$ cat src/rtl/vga_sync_gen_if.sv
// Raster timing bundle between the sync generator and the pixel colour stage.
// The generator drives the raster signals; pix_en comes from the pixel-rate enable source.
interface vga_sync_gen_if;
  logic       pix_en;
  logic [9:0] hpos;
  logic [9:0] vpos;
  logic       hsync;
  logic       vsync;
  logic       visible;
  logic       line_start;
  logic       frame_start;
  logic [7:0] frame_count;

  modport master (
    input  pix_en,
    output hpos, vpos, hsync, vsync, visible, line_start, frame_start, frame_count
  );

  modport slave (
    input pix_en, hpos, vpos, hsync, vsync, visible, line_start, frame_start, frame_count
  );
endinterface

$ cat src/rtl/vga_sync_gen.sv
// Raster timing generator: pixel/line counters with registered sync, visible and strobes.
// Every output is a flop computed from the next counter values, so all describe one pixel.
module vga_sync_gen #(
  parameter int unsigned H_DISPLAY = 640,
  parameter int unsigned H_FRONT   = 16,
  parameter int unsigned H_SYNC    = 96,
  parameter int unsigned H_BACK    = 48,
  parameter int unsigned V_DISPLAY = 480,
  parameter int unsigned V_FRONT   = 10,
  parameter int unsigned V_SYNC    = 2,
  parameter int unsigned V_BACK    = 33,
  parameter bit          SYNC_POL  = 1'b0
) (
  input logic           clk,
  input logic           rst_n,
  vga_sync_gen_if.master bus
);

  localparam int unsigned H_TOTAL = H_DISPLAY + H_FRONT + H_SYNC + H_BACK;
  localparam int unsigned V_TOTAL = V_DISPLAY + V_FRONT + V_SYNC + V_BACK;

  localparam logic [9:0] H_LAST   = 10'(H_TOTAL - 1);
  localparam logic [9:0] V_LAST   = 10'(V_TOTAL - 1);
  localparam logic [9:0] H_VIS    = 10'(H_DISPLAY);
  localparam logic [9:0] V_VIS    = 10'(V_DISPLAY);
  localparam logic [9:0] HS_BEGIN = 10'(H_DISPLAY + H_FRONT);
  localparam logic [9:0] HS_END   = 10'(H_DISPLAY + H_FRONT + H_SYNC - 1);
  localparam logic [9:0] VS_BEGIN = 10'(V_DISPLAY + V_FRONT);
  localparam logic [9:0] VS_END   = 10'(V_DISPLAY + V_FRONT + V_SYNC - 1);

  logic [9:0] r_hpos;
  logic [9:0] r_vpos;
  logic       r_hsync;
  logic       r_vsync;
  logic       r_visible;
  logic       r_line_start;
  logic       r_frame_start;
  logic [7:0] r_frame_count;

  logic       w_h_last;
  logic       w_v_last;
  logic [9:0] w_hpos_d;
  logic [9:0] w_vpos_d;
  logic       w_hs_act;
  logic       w_vs_act;
  logic       w_visible_d;

  // Using >= lets any out-of-range count fall back to 0 on the next enabled edge.
  always_comb begin
    w_h_last = (r_hpos >= H_LAST);
    w_v_last = (r_vpos >= V_LAST);
    w_hpos_d = w_h_last ? 10'd0 : r_hpos + 10'd1;
    w_vpos_d = r_vpos;
    if (w_h_last) begin
      w_vpos_d = w_v_last ? 10'd0 : r_vpos + 10'd1;
    end
    w_hs_act    = (w_hpos_d >= HS_BEGIN) && (w_hpos_d <= HS_END);
    w_vs_act    = (w_vpos_d >= VS_BEGIN) && (w_vpos_d <= VS_END);
    w_visible_d = (w_hpos_d < H_VIS) && (w_vpos_d < V_VIS);
  end

  always_ff @(posedge clk) begin
    if (!rst_n) begin
      r_hpos        <= 10'd0;
      r_vpos        <= 10'd0;
      r_hsync       <= ~SYNC_POL;
      r_vsync       <= ~SYNC_POL;
      r_visible     <= 1'b1;
      r_line_start  <= 1'b0;
      r_frame_start <= 1'b0;
      r_frame_count <= 8'd0;
    end else if (bus.pix_en) begin
      r_hpos        <= w_hpos_d;
      r_vpos        <= w_vpos_d;
      r_hsync       <= w_hs_act ? SYNC_POL : ~SYNC_POL;
      r_vsync       <= w_vs_act ? SYNC_POL : ~SYNC_POL;
      r_visible     <= w_visible_d;
      r_line_start  <= w_h_last;
      r_frame_start <= w_h_last && w_v_last;
      if (w_h_last && w_v_last) begin
        r_frame_count <= r_frame_count + 8'd1;
      end
    end else begin
      r_line_start  <= 1'b0;
      r_frame_start <= 1'b0;
    end
  end

  assign bus.hpos        = r_hpos;
  assign bus.vpos        = r_vpos;
  assign bus.hsync       = r_hsync;
  assign bus.vsync       = r_vsync;
  assign bus.visible     = r_visible;
  assign bus.line_start  = r_line_start;
  assign bus.frame_start = r_frame_start;
  assign bus.frame_count = r_frame_count;

endmodule

$ cat src/flat_wrapper.sv
// flat-port wrapper written by rule: the top's interface ports become plain ports
module vga_sync_gen_flat 
#(
  parameter int unsigned H_DISPLAY = 640,
  parameter int unsigned H_FRONT   = 16,
  parameter int unsigned H_SYNC    = 96,
  parameter int unsigned H_BACK    = 48,
  parameter int unsigned V_DISPLAY = 480,
  parameter int unsigned V_FRONT   = 10,
  parameter int unsigned V_SYNC    = 2,
  parameter int unsigned V_BACK    = 33,
  parameter bit          SYNC_POL  = 1'b0
)
  (clk, rst_n, bus_pix_en, bus_hpos, bus_vpos, bus_hsync, bus_vsync, bus_visible, bus_line_start, bus_frame_start, bus_frame_count);
  vga_sync_gen_if bus_i ();
  input logic clk;
  input logic rst_n;
  input wire logic [$bits(bus_i.pix_en)-1:0] bus_pix_en;
  output wire logic [$bits(bus_i.hpos)-1:0] bus_hpos;
  output wire logic [$bits(bus_i.vpos)-1:0] bus_vpos;
  output wire logic [$bits(bus_i.hsync)-1:0] bus_hsync;
  output wire logic [$bits(bus_i.vsync)-1:0] bus_vsync;
  output wire logic [$bits(bus_i.visible)-1:0] bus_visible;
  output wire logic [$bits(bus_i.line_start)-1:0] bus_line_start;
  output wire logic [$bits(bus_i.frame_start)-1:0] bus_frame_start;
  output wire logic [$bits(bus_i.frame_count)-1:0] bus_frame_count;
  assign bus_i.pix_en = bus_pix_en;
  assign bus_hpos = bus_i.hpos;
  assign bus_vpos = bus_i.vpos;
  assign bus_hsync = bus_i.hsync;
  assign bus_vsync = bus_i.vsync;
  assign bus_visible = bus_i.visible;
  assign bus_line_start = bus_i.line_start;
  assign bus_frame_start = bus_i.frame_start;
  assign bus_frame_count = bus_i.frame_count;
  vga_sync_gen #(.H_DISPLAY(H_DISPLAY), .H_FRONT(H_FRONT), .H_SYNC(H_SYNC), .H_BACK(H_BACK), .V_DISPLAY(V_DISPLAY), .V_FRONT(V_FRONT), .V_SYNC(V_SYNC), .V_BACK(V_BACK), .SYNC_POL(SYNC_POL)) u_core (.clk(clk), .rst_n(rst_n), .bus(bus_i));
endmodule
$ cat config.mk
export PLATFORM = sky130hd
export DESIGN_NAME = vga_sync_gen_flat
export DESIGN_NICKNAME = d
export VERILOG_FILES = /design/src/rtl/vga_sync_gen_if.sv /design/src/rtl/vga_sync_gen.sv /design/src/flat_wrapper.sv
export SDC_FILE = /design/constraint.sdc
export NUM_CORES = 1
export LEC_CHECK = 0
export ABC_CLOCK_PERIOD_IN_PS = 4800
export CAP_MARGIN = 20
export CORE_MARGIN = 2
export CORE_UTILIZATION = 56
export CTS_CLUSTER_DIAMETER = 80
export DETAILED_ROUTE_END_ITERATION = 8
export PLACE_DENSITY = 0.84
export SLEW_MARGIN = 20
export SYNTH_ARGS = -nofsm -noshare
export SYNTH_HDL_FRONTEND = slang
export SYNTH_SLANG_ARGS = --single-unit
$ cat constraint.sdc
create_clock -name clk -period 4.8 [get_ports clk]
set_input_delay 1.44 -clock clk [delete_from_list [all_inputs] [get_ports clk]]
set_output_delay 1.44 -clock clk [all_outputs]
set_load 0.02 [all_outputs]
; ---- After elaboration in Yosys (flattened, before gate mapping)
; Index checks and enable logic that the tools add are counted.
[totals]
rom_bits = 0
latch_bits = 0
ff_bits = 33
ram_bits = 0
mem_count = 0
[op_classes]
mux = 5
bitwise_logic = 0
add_sub_neg = 3
eq_ne = 0
div = 0
reduce_logical = 6
shifts = 0
mul = 0
n_lt_le_gt_ge = 8
[ops]
columns = operator, n
row1 = ">= comparator 10 bit, second input constant", 3
row2 = 2-to-1 mux 10 bit, 3
row3 = "adder 10 x 1 -> 10 bit, second input constant", 2
row4 = ">= comparator 10 x 9 -> 1 bit, second input constant", 1
row5 = "less-or-equal comparator 10 bit, second input constant", 1
row6 = "less-or-equal comparator 10 x 9 -> 1 bit, second input constant", 1
row7 = "< comparator 10 bit, second input constant", 1
row8 = "< comparator 10 x 9 -> 1 bit, second input constant", 1
row9 = "adder 8 x 1 -> 8 bit, second input constant", 1
row10 = logical AND 1 bit, 4
row11 = AND reduction 2 bit, 2
row12 = 2-to-1 mux 1 bit, 2

; ---- Logic depth before layout (Yosys ltp)
[depth]
ltp_word = 6
depth_mapped = 9
mapped_depth_nobuf = 7

; ---- Least setup slack after synthesis
; OpenSTA, ideal clock, no wires.
[synth_timing]
path_kind = input to register
from = input bus_pix_en
to = register u_core.r_frame_count[4] (netlist: u_core.bus.frame_count[4])
setup_slack_ps = 2278
t_arrival_ps = 2395
cell_stages = 6
required_time_ps = 4672
setup_ps = 128
cell_sequence = clkbuf_1 > o211ai_4 > nor2_1 > nand4_1 > xor2_1 > nor2_1
[synth_between]
elab_chain_len = 1
[synth_lines]
columns = element, line_no
row1 = "start, declared", flat_wrapper.sv:18  ; input wire logic [$bits(bus_i.pix_en)-1:0] bus_pix_en;
row2 = AND reduction 2 bit (no line), -
row3 = "end signal, assigned", vga_sync_gen.sv:81  ; r_frame_count <= r_frame_count + 8'd1;
row4 = "end, declared", vga_sync_gen.sv:38  ; logic [7:0] r_frame_count;
; No other way between the ends.
; A chain may end at the register's enable or synchronous reset.

==> reports/qor.yml <==
run_status: "finished, final reports clean"
place.port_buffers: 35
hold_path.class: "reg -> reg"
avgSynthCellArea_um2: 8.02
fin_cells: 320
slew_headroom_pct: 51.0
worst_pin_slew_ns: 0.735
cts_made_buffers: 5
clockBufferDepth: 2
synth_nets: 254
insertion_delay_ns: 0.35
post_cts_resized: 0
grt_max_degree: 27
drcViolationCount: 0
drt-wirelength-per-cell_um: 13.9
worstPathArrival_ns: 3.25
clk_pin_slew_ns: 0.11
crit_type: "in -> reg"
placed_cells_incl_taps: 312
htreeDepth: 2
yosys.area.top_type: "dfxtp_1"
yosys_warnings: 0
ys_ff_latch: 33
die-area_mm2: 0.00403
crit_slowest_cell: "clkdlybuf4s50_1"
power.density_mw_per_mm2: 200
ir_drop_mv: 0.203
ys_top_cells_by_area: "dfxtp_1, nor2_1, nand2_1"
start_util_pct: 58.9
antenna_found_initial: 0
via_per_inst: 5.83
synth_seq_area_share_pct: 33.3
die_y_um: 63.5
slew_viol_final: 0
regArea_um2: 661
setup_viol: 0
cp_top_family: "buffers and inverters"
boundaryPins: 36
gp_congestion: 0.867
postSynthCellCount: 247
timing.fmax_ghz: 0.331
path_max_fanout: 25
drt_iter0_markers: 106
finalSetupTns_ns: 0
detail-route-antenna-nets: 0
fillers: 299
grt_pass1_vias: 1703
synth_cell_types: 56
core_area_mm2: 0.00336
cts_hold_buf: 0
path_cells: "clkdlybuf4s50_1 > inv_1 > or3_1 > o311ai_0 > nand3_1"
first_pass_iters: 4
multi_input_area_mm2: 0.00120
cp.required_ns: 5.03
netlist_area_mm2: 0.00198
p_total_mw: 0.470
areaGrowthSynthToFinish_pct: 18.6
slowest_delay_ns: 0.68
async_flop_share_pct: 0
rsz0062_at_grt: "no"
drive_gt1_share_pct: 6.93
period_needed_ns: 3.02
vias: 1867
synthFlopType: "dfxtp_1"
dp_slack_ns: 1.37
clock-skew-final_ns: 0.0118
synth_edf_count: 0
clock_sinks: 33
die_w_um: 63.5
critPathBufInv: 2
tritoncts: "yes"
wirelength_mm: 4.44
cts_root_buf: "clkbuf_4"
synth_top_area_share_pct: 33.3
critPathLaunchType: "input pin"
grt-ovfl-total: 0
maxCapViolations: 0
fin_ws_ns: 1.78
dp_hpwl_mm: 3.07
grt_pass1_wl_mm: 7.75
hold_viol_final: 0
rows: 21
cp-end-kind: "flop"
n_antenna_cell: 0
finalCritPeriodShare_pct: 63.0
grtUsageTotal_pct: 23.7
p_leak_nw: 0.773
final_nets: 280
post_cts_buffers: 0
==> worst paths after layout <==
path | from | endpoint | slack [ns] | depth (start not counted)
min | u_core.bus.hsync | u_core.bus.hsync | 0.52 | 1
min reg2reg | u_core.bus.hsync | u_core.bus.hsync | 0.52 | 1
max reg2reg | u_core.bus.hpos[0] | u_core.bus.frame_count[6] | 2.51 | 7
max | rst_n | u_core.bus.vsync | 1.78 | 5
==> worst reg2reg max path, cell delays in order (launching register included) <==
cell      delay [ns]
dfxtp_1         0.44
ha_1            0.26
and4_1          0.51
o211ai_4        0.26
nor2_1          0.33
nand4_1         0.17
xor2_1          0.15
nor2_1          0.05
==> metal layers <==
metal / GRT usage (%) / up-vias / wire (um)
li1: - / 938 / -
met1: 30.4 / 875 / 2090
met2: 38.7 / 49 / 2090
met3: 5.36 / 5 / 210
met4: 9.24 / 0 / 51
met5: 0 / - / 0
==> power breakdown <==
part | internal (mW) | total [mW] | switching (mW)
Sequential | 0.277 | 0.282 | 0.00501
Clock | 0.0552 | 0.159 | 0.104
Combinational | 0.0126 | 0.0292 | 0.0166
==> state kept, by name, summed over array words and instances (netlist names) <==
| register | count |
|---|---|
| u_core.bus.visible | 1 |
| u_core.bus.hpos | 10 |
| u_core.bus.frame_start | 1 |
| u_core.bus.vpos | 10 |
| u_core.bus.line_start | 1 |
| u_core.bus.hsync | 1 |
| u_core.bus.frame_count | 8 |
| u_core.bus.vsync | 1 |
==> through the flow <==
stage	hold slack [ns]	utilization (%)	cell area (um2)
2_1_floorplan	0.559	-	1980
3_3_place_gp	0.490	68.2	2290
3_5_place_dp	0.500	68.2	2290
4_1_cts	0.522	69.9	2350
5_1_grt	0.537	69.9	2350
6_report	0.517	69.9	2350
==> cells by family (layout without fill, tap and decap cells) <==
kind of cell	count (synthesis)	in the layout	synth area share, %
AND/OR/NAND/NOR	111	111	29.4
AO/OA/AOI/OAI	63	63	22.6
flip-flops	33	33	33.3
buffers and inverters	23	50	6.31
XOR/XNOR	12	12	5.30
adder cells (fa/ha/maj)	4	4	2.53
multiplexers	1	1	0.505
==> cells in the mapped netlist, drive strengths merged, types with 2 or more instances <==
library cell and number:
a211oi 4, a21oi 15, a22oi 3, and2 6, and3 5, buf 12, clkbuf 5, dfxtp 33
ha 4, inv 6, nand2 24, nand2b 2, nand3 12, nand3b 5, nand4 5, nand4b 4
nor2 29, nor2b 2, nor3 5, nor4 3, o2111a 2, o211ai 2, o21a 3, o21ai 21
o221ai 2, o311ai 2, or3 4, xnor2 7, xor2 5
==> cell type report <==
class,instances,area share (%)
Clock buffer,5,1.60
Clock inverter,3,0.745
Inverter,6,0.958
Multi-Input combinational cell,191,50.9
Sequential cell,33,28.1
Tap cell,46,2.45
Timing Repair Buffer,36,15.2
==> cell usage in the layout (no fill, tap or decap), types with 3 or more instances in the layout <==
cell             count
ha_1                 4
nand3b_1             5
nor3_1               4
a21oi_1             15
nor2_1              29
xnor2_1              7
nand3_1             12
o21ai_0             15
xor2_1               5
nand4b_1             4
nand2_1             24
and3_1               5
or3_1                3
a211oi_1             3
nand4_1              5
dfxtp_1             33
clkbuf_4             5
o21ai_1              4
inv_1                6
and2_1               6
a22oi_1              3
clkdlybuf4s50_1     35
Power figures use the tool's default switching activity.
